File: src/rtl/mul_pkg.sv
// rtl/mul_pkg.sv - shared state encoding and sizing for the sequential multiplier
package mul_pkg;

  localparam int MUL_WIDTH = 32;
  localparam int MUL_ITERS = 32;

  typedef enum logic [1:0] {
    S_IDLE = 2'd0,
    S_RUN  = 2'd1,
    S_DONE = 2'd2
  } mul_state_t;

endpackage

File: src/rtl/fastAdder32.sv
// rtl/fastAdder32.sv - 32-bit adder with carry in/out, the single adder shared by every step
module fastAdder32
  import mul_pkg::*;
(
  input  logic                 cin,
  input  logic [MUL_WIDTH-1:0] a,
  input  logic [MUL_WIDTH-1:0] b,
  output logic [MUL_WIDTH-1:0] sum,
  output logic                 cout
);

  assign {cout, sum} = {1'b0, a} + {1'b0, b} + {{MUL_WIDTH{1'b0}}, cin};

endmodule

File: src/rtl/seq_mul32_ctrl.sv
// rtl/seq_mul32_ctrl.sv - shift-add unsigned 32x32 multiplier, one step per clock
module seq_mul32_ctrl
  import mul_pkg::*;
#(
  parameter int WIDTH = 32,
  parameter int CNT_W = 5
) (
  input  logic             clk,
  input  logic             rst_n,
  input  logic             start,
  input  logic             abort,
  input  logic [WIDTH-1:0] a,
  input  logic [WIDTH-1:0] b,
  output logic             busy,
  output logic             done,
  output logic [WIDTH-1:0] product,
  output logic             overflow
);

  mul_state_t           state_q, state_d;
  logic [2*WIDTH-1:0]   p_q, p_d;
  logic [WIDTH-1:0]     breg_q, breg_d;
  logic [CNT_W-1:0]     cnt_q, cnt_d;
  logic [WIDTH-1:0]     product_q, product_d;
  logic                 overflow_q, overflow_d;

  logic [WIDTH-1:0]     add_b;
  logic [WIDTH-1:0]     add_sum;
  logic                 add_cout;
  logic [2*WIDTH-1:0]   p_step;

  assign add_b = p_q[0] ? breg_q : '0;

  fastAdder32 u_adder (
    .cin  (1'b0),
    .a    (p_q[2*WIDTH-1:WIDTH]),
    .b    (add_b),
    .sum  (add_sum),
    .cout (add_cout)
  );

  // Carry-out becomes the new MSB so partial sums >= 2^32 are not lost.
  assign p_step = {add_cout, add_sum, p_q[WIDTH-1:1]};

  always_comb begin
    state_d    = state_q;
    p_d        = p_q;
    breg_d     = breg_q;
    cnt_d      = cnt_q;
    product_d  = product_q;
    overflow_d = overflow_q;
    unique case (state_q)
      S_IDLE, S_DONE: begin
        if (start) begin
          state_d = S_RUN;
          p_d     = {{WIDTH{1'b0}}, a};
          breg_d  = b;
          cnt_d   = '0;
        end else begin
          state_d = S_IDLE;
        end
      end
      S_RUN: begin
        if (abort) begin
          state_d = S_IDLE;
        end else begin
          p_d   = p_step;
          cnt_d = cnt_q + 1'b1;
          if (cnt_q == CNT_W'(MUL_ITERS - 1)) begin
            state_d    = S_DONE;
            product_d  = p_step[WIDTH-1:0];
            overflow_d = |p_step[2*WIDTH-1:WIDTH];
          end
        end
      end
      default: state_d = S_IDLE;
    endcase
  end

  always_ff @(posedge clk or negedge rst_n) begin
    if (!rst_n) begin
      state_q    <= S_IDLE;
      p_q        <= '0;
      breg_q     <= '0;
      cnt_q      <= '0;
      product_q  <= '0;
      overflow_q <= 1'b0;
    end else begin
      state_q    <= state_d;
      p_q        <= p_d;
      breg_q     <= breg_d;
      cnt_q      <= cnt_d;
      product_q  <= product_d;
      overflow_q <= overflow_d;
    end
  end

  assign busy     = (state_q == S_RUN);
  assign done     = (state_q == S_DONE);
  assign product  = product_q;
  assign overflow = overflow_q;

endmodule

File: config.mk
export PLATFORM = sky130hd
export DESIGN_NAME = seq_mul32_ctrl
export DESIGN_NICKNAME = d
export VERILOG_FILES = /design/src/rtl/mul_pkg.sv /design/src/rtl/fastAdder32.sv /design/src/rtl/seq_mul32_ctrl.sv
export SDC_FILE = /design/constraint.sdc
export NUM_CORES = 1
export LEC_CHECK = 0
export CAP_MARGIN = 40
export CORE_MARGIN = 2
export CORE_UTILIZATION = 55
export CTS_CLUSTER_DIAMETER = 120
export CTS_CLUSTER_SIZE = 10
export DETAILED_ROUTE_END_ITERATION = 12
export HOLD_SLACK_MARGIN = 0.12
export PLACE_DENSITY = 0.81
export SETUP_SLACK_MARGIN = 0.02
export SLEW_MARGIN = 5
export SYNTH_ARGS = -nofsm -noshare
export SYNTH_HDL_FRONTEND = slang
export SYNTH_SLANG_ARGS = --single-unit
File: constraint.sdc
create_clock -name clk -period 3.55 [get_ports clk]
set_input_delay 0.355 -clock clk [delete_from_list [all_inputs] [get_ports clk]]
set_output_delay 0.355 -clock clk [all_outputs]
set_load 0.02 [all_outputs]
==> results of run 1 <==
[synthesized netlist by cell type (all sizes together), types with 6 or more instances]
library cell / instances / area share (%)
o211ai: 8 / 0.87
dfrtp: 136 / 46
clkbuf: 34 / 1.7
mux2i: 8 / 1.1
xnor2: 14 / 1.6
ha: 34 / 5.7
a31oi: 6 / 0.50
nand4: 6 / 0.50
nand3: 41 / 2.8
mux2: 33 / 5.0
a21o: 10 / 1.0
o21ai: 43 / 2.9
a22oi: 26 / 2.6
nor2b: 8 / 0.67
nand2: 198 / 10
a21oi: 30 / 2.3
buf: 13 / 0.94
inv: 9 / 0.45
and3: 6 / 0.50
xor2: 13 / 1.5
and2: 37 / 3.1
nor3: 10 / 0.74
nor2: 17 / 0.86
[sequential cells by signal (all words and copies together) (netlist names)]
name      count
p_q          64
breg_q       32
product      32
cnt_q         5
state_q       2
overflow      1
[final timing paths]
check | slack (ps) | endpoint | startpoint | cells past startpoint
setup / recovery | 170 | overflow | p_q[0] | 12
hold / removal | 360 | product[6] | rst_n | 2
setup reg to reg | 170 | overflow | p_q[0] | 12
hold reg to reg | 470 | breg_q[27] | breg_q[27] | 2
max in group asynchronous | 2240 | product[18] | rst_n | 4
min in group clk | 450 | breg_q[0] | b[0] | 3
[cells in the final DEF, fill, tap and decap left out, types with 7 or more instances in the layout]
cell	instances
a21o_1	10
a21oi_1	24
a22oi_1	26
and2_1	37
buf_4	12
clkbuf_16	17
clkdlybuf4s50_1	101
dfrtp_1	135
ha_1	34
inv_1	9
mux2_2	32
mux2i_1	8
nand2_1	197
nand3_1	41
nor2_1	16
nor3_1	9
o211ai_1	7
o21ai_0	39
xnor2_1	14
xor2_1	13
[what timing repair did]
| item | 4_1_cts | 5_1_grt |
|---|---|---|
| pin swaps | 0 | 1 |
| cloned | 0 | 0 |
| buffers inserted | 0 | 0 |
| setup endpoints to repair | 1 | 1 |
| hold endpoints to repair | 28 | 0 |
| hold buffers | 1 | 0 |
| gates resized for setup | 1 | 7 |
[metal layers]
metal,vias to the layer above,share of wire (%),global-route usage [%]
met5,-,0,0
met4,0,2.3,11.41
met3,42,6.4,7.311
met2,208,50,45.85
met1,3116,41,32.36
li1,2944,-,-
[through the flow]
stage | hold slack [ps] | utilization, % | setup WS [ps]
CTS | 361.9 | 69.60 | 110.6
finish | 364.6 | 69.88 | 170.3
floorplan | 59.41 | - | 632.7
global route | 387.7 | 69.88 | 17.55
global placement | 456.6 | 64.95 | 240.1
detailed placement | 250.4 | 65.16 | 28.27
[cell type report]
cell class	count	area, µm²
clock buffers	18	439.2
clock inverters	14	137.6
fillers	1006	3989
inverters	9	33.78
multi-input cells	602	3869
flip-flops and latches	136	3405
well taps	176	220.2
repair buffers	116	1150
[cell families after synthesis]
kind of cell	count (synthesis)	share of synthesized area (%)
DFF	136	45.71
and+or+nand+nor	341	20.90
xor gates and xnor gates	27	3.176
muxes	41	6.117
AOI/OAI and AO/OA	158	15.01
adders and majority gates	35	5.982
buffers and inverters	56	3.109
[where the power goes]
group / total [mW] / switching, mW / internal (mW)
Sequential: 2.09 / 0.231 / 1.86
Clock: 1.73 / 0.732 / 0.997
Combinational: 1.80 / 1.09 / 0.711
Total: 5.62 / 2.06 / 3.57
==> results.cfg, run 1 <==
[cells_and_area]
final_layout_size_suffix_gt1_share_pct = 12.18
area_growth_pct = 24.28
diodes = 0
layout.nets = 985
fin_area_um2 = 9254
instances_no_fill = 1071

[cts]
clkTransAtPathRegs_ps = 60
cts_buffer_depth = 2
clkLatencyLatePin_ps = 430
clock_tree.root_cell = clkbuf_16
cts_sinks = 136
cts_buffers = 17
cts_tree = built
cts_max_level = 4

[setup_path]
slowest_stage = dfrtp_2
cp-end-kind = flip-flop
cp_max_fo = 19
worstPathArrival_ps = 3680
required_ps = 3850
cp_num_buf_inv = 1
criticalPathCategory = reg2reg
crit_family = compound AO/OA/AOI/OAI gates
cpMostUsedCell = a21oi_1
cp-start-kind = flip-flop
crit_chain = buf_4, and2_1, ha_1, a21oi_1, o21ai_1, a221oi_2, o22ai_2, or2_1, xnor2_1, nand4_1, nor4_2, a21oi_1
crit_path_max_incr_delay_ps = 500

[floorplan]
io_pins = 103
die_h_um = 120.4
rows = 42
core_um2 = 13240
die-area_um2 = 14480
die_w_um = 120.4
start_util_pct = 56.23

[placed_design]
place_hpwl_mm = 12.82
placed_cells = 1038
gp_congestion = 0.9756
placed_area_um2 = 8628
numPortBuffers = 102

[route]
drt-pass1-iter-count = 5
drc = 0
wl_per_cell_um = 17.55
wirelength_mm = 18.80
drtAntennaViolNets = 0
first_iter_violations = 426
route.vias.total = 6310
viasPerCell = 5.892

[sta]
slew_headroom_pct = 57.05
setup_violations = 0
finalHoldViolations = 0
fin_crit_ps = 3380
maxSlewViolCount = 0
worstMarginPinSlew_ps = 644.3
rsz0062_at_grt = no
setup-tns-final_ps = 0
finClkSkew_ps = 10.32
timing.fmax_mhz = 295.9
fin_crit_sh_pct = 95.20

[synthesis]
synth_area_um2 = 7446
yosys.cell_types.count = 67
synth-edff-count = 0
seq_area_frac_synth_pct = 45.71
synth-seq-cells = 136
synth.avg_cell_area_um2 = 9.378
syn-num-nets = 897
syn_inst = 794
postSynth.asyncResetShare_pct = 100.0
synth_ff_type = dfrtp_1
synth_warnings = 0

[global_routing]
antenna_found_initial = 0
gr-total-overflow = 0
grt_usage_pct = 26.96
grt_start_max_net_pins = 78
grt_pass1_vias = 6591
grt_pass1_wl_mm = 31.11

[power_and_ir_drop]
finalPower_mw = 5.623
p_leak_nw = 4.408
power_density_nw_per_um2 = 607.6
ir_drop_mv = 0.4460

[min_path]
hp-class = in2async

[job]
cap_viol_max_count = 0

[outcome]
status = complete, no violations
No activity file was read; power rests on OpenSTA's default activity.
==> inputs of run 2 (changes only) <==
--- a/config.mk
+++ b/config.mk
@@ -5,6 +5,7 @@
 export SDC_FILE = /design/constraint.sdc
 export NUM_CORES = 1
 export LEC_CHECK = 0
+export ABC_AREA = 1
 export CAP_MARGIN = 40
 export CORE_MARGIN = 2
 export CORE_UTILIZATION = 55
@@ -12,7 +13,7 @@
 export CTS_CLUSTER_SIZE = 10
 export DETAILED_ROUTE_END_ITERATION = 12
 export HOLD_SLACK_MARGIN = 0.12
-export PLACE_DENSITY = 0.81
+export PLACE_DENSITY = 0.8
 export SETUP_SLACK_MARGIN = 0.02
 export SLEW_MARGIN = 5
 export SYNTH_ARGS = -nofsm -noshare
==> run 2 against run 1 <==
  * Register-to-register slack gained 660 ps
  * Synthesized cell count grew 45%
  * Clock skew shrank 3.4 ps
  * Count of clock-buffer cells in the layout grew 2
  * Fmax grew 24%
  * Sequential share of layout area shrank 2.4 points
  * Combinational power is essentially flat
  * First-iteration DRC count grew 30%
  * Worst setup slack gained 660 ps
  * Critical path depth grew 8
  * Flip-flop and latch count is the same
  * Critical path type unchanged
  * Critical endpoint unchanged
  * Largest power group unchanged
==> results.cfg, run 2 <==
[cells_and_area]
area_growth_pct = 23.47
regArea_um2 = 3403
layout.nets = 1356
final_layout_size_suffix_gt1_share_pct = 5.371
final_util_pct = 68.85
layout_commonest_cell = nand2_1
n_fill_cell = 1241
largest-register = p_q
instances_no_fill = 1450
largest_register_ffs = 64
diodes = 0
final_cell_mix = 512 x nand2_1, 147 x inv_1, 136 x dfrtp_1, 101 x clkdlybuf4s50_1, 63 x nand3_1
multi_input_area_um2 = 3919

[sta]
slew_headroom_pct = 45.21
setup_violations = 0
rsz0062_at_grt = no
timing.fmax_mhz = 368.1
maxSlewViolCount = 0
setup-tns-final_ps = 0
finalHoldViolations = 0
fin_crit_sh_pct = 76.52
hold_slack_ps = 460.1
finClkSkew_ps = 6.940
fin_crit_ps = 2717
worstMarginPinSlew_ps = 821.9

[setup_path]
cp-start-kind = flip-flop
required_ps = 3870
cp-end-kind = flip-flop
criticalPathCategory = reg2reg
worstPathArrival_ps = 3040
cp_max_fo = 16

[route]
drt-pass1-iter-count = 5
wirelength_mm = 21.87
route.vias.total = 7579
wl_per_cell_um = 15.09
wl_met1_mm = 9.736
drtAntennaViolNets = 0
drc = 0
wl_met2_mm = 10.15
first_iter_violations = 554
highest_layer = met4
met3_length_mm = 1.323
viasPerCell = 5.227

[synthesis]
synth_warnings = 0
yosys.area.top_type = dfrtp_1
synth_top_area_share_pct = 42.47
syn-num-nets = 1254
seq_area_frac_synth_pct = 42.47
synth-seq-cells = 136
synth-edff-count = 0
synth.avg_cell_area_um2 = 6.961
yosys.cell_types.count = 32
yosysMostFrequentCell = nand2_1
postSynth.asyncResetShare_pct = 100.0
synth_area_um2 = 8013
syn_inst = 1151
synth_ff_type = dfrtp_1
netlist_top_cells_count = 512 x nand2_1, 147 x inv_1, 136 x dfrtp_1
synthTopCellsByArea = dfrtp_1 42%, nand2_1 24%, inv_1 6.9%

[power_and_ir_drop]
finalPower_mw = 5.660
p_leak_nw = 5.354
power_density_nw_per_um2 = 572.1
ir_drop_mv = 0.3761

[floorplan]
core_um2 = 14370
die-area_um2 = 15550
die_w_um = 124.7
io_pins = 103
start_util_pct = 55.76
rows = 44
die_h_um = 124.7

[global_routing]
gr-total-overflow = 0
grt_usage_pct = 29.57
grt_start_max_net_pins = 88
antenna_found_initial = 0
grt_pass1_wl_mm = 36.89
grt_pass1_vias = 7622

[cts]
cts_tree = built
cts_sinks = 136
clkTransAtPathRegs_ps = 60
cts_buffers = 17
cts_max_level = 4
holdBufCountCts = 1
cts_buffer_depth = 2
clock_tree.root_cell = clkbuf_16
post_cts_buffers = 0
cts-resized-gates = 0
clkLatencyLatePin_ps = 430

[placed_design]
numPortBuffers = 102
placed_cells = 1417
gp_congestion = 1.019
place_hpwl_mm = 15.61

[min_path]
hp-class = in2reg

[outcome]
status = complete, no violations

[job]
cap_viol_max_count = 0
run 2: through the flow:
| stage | area [µm²] | setup WS [ps] |
|---|---|---|
| after floorplan | 8013 | 1204 |
| after global placement | 9270 | 866.5 |
| after detailed placement | 9270 | 870.9 |
| after CTS | 9893 | 849.7 |
| after global routing | 9893 | 549.4 |
| final | 9893 | 833.4 |
run 2: final timing paths:
check	startpoint	to	slack [ps]	cells past startpoint
hold / removal	b[22]	breg_q[22]	460	3
max in group asynchronous	rst_n	p_q[59]	2210	3
setup / recovery	p_q[0]	overflow	830	20
setup reg to reg	p_q[0]	overflow	830	20
min in group asynchronous	rst_n	p_q[39]	580	2
hold reg to reg	breg_q[28]	breg_q[28]	470	2
run 2: layout make-up:
| class | instances | area share, % |
|---|---|---|
| multi-input combinational | 826 | 39.61 |
| sequential | 136 | 34.40 |
| timing repair buffer | 116 | 11.55 |
| inverter | 156 | 5.919 |
| clock buffer | 20 | 4.515 |
| tap | 184 | 2.327 |
| clock inverter | 12 | 1.682 |
run 2: where the power goes:
part | switching (mW) | total [mW] | internal (mW) | leakage, nW
sequential | 0.184 | 2.04 | 1.85 | 1.77
combinational | 1.13 | 1.78 | 0.647 | 3.29
clock | 0.709 | 1.84 | 1.13 | 0.292
run 2: routing by layer:
metal,vias up,GRT usage (%)
li1,3782,-
met1,3523,38.90
met2,220,47.67
met3,54,6.529
met4,0,11.96
met5,-,0
run 2: worst max-delay path, stage by stage (launching register included):
cell and delay, ps:
dfrtp_1 390, buf_4 200, nand2_1 70, inv_1 40, ha_1 350, nand2_2 170
inv_1 50, nand2_1 60, nand2_1 90, inv_1 90, nand3_1 170, nand2_1 180
nand2_1 60, nand2_1 60, nand2_1 70, nor2_1 200, nand2_1 80, nor2_1 90
nand3_1 80, nand2_1 60, inv_1 40
run 2: cells by family after synthesis:
family                   after synthesis  share of synthesized area, %
adder cells (fa/ha/maj)               35                         5.559
flip-flops                           136                         42.47
XOR/XNOR                               7                        0.7652
AO/OA/AOI/OAI                        113                         8.245
buffers and inverters                189                         8.869
AND/OR/NAND/NOR                      671                         34.09
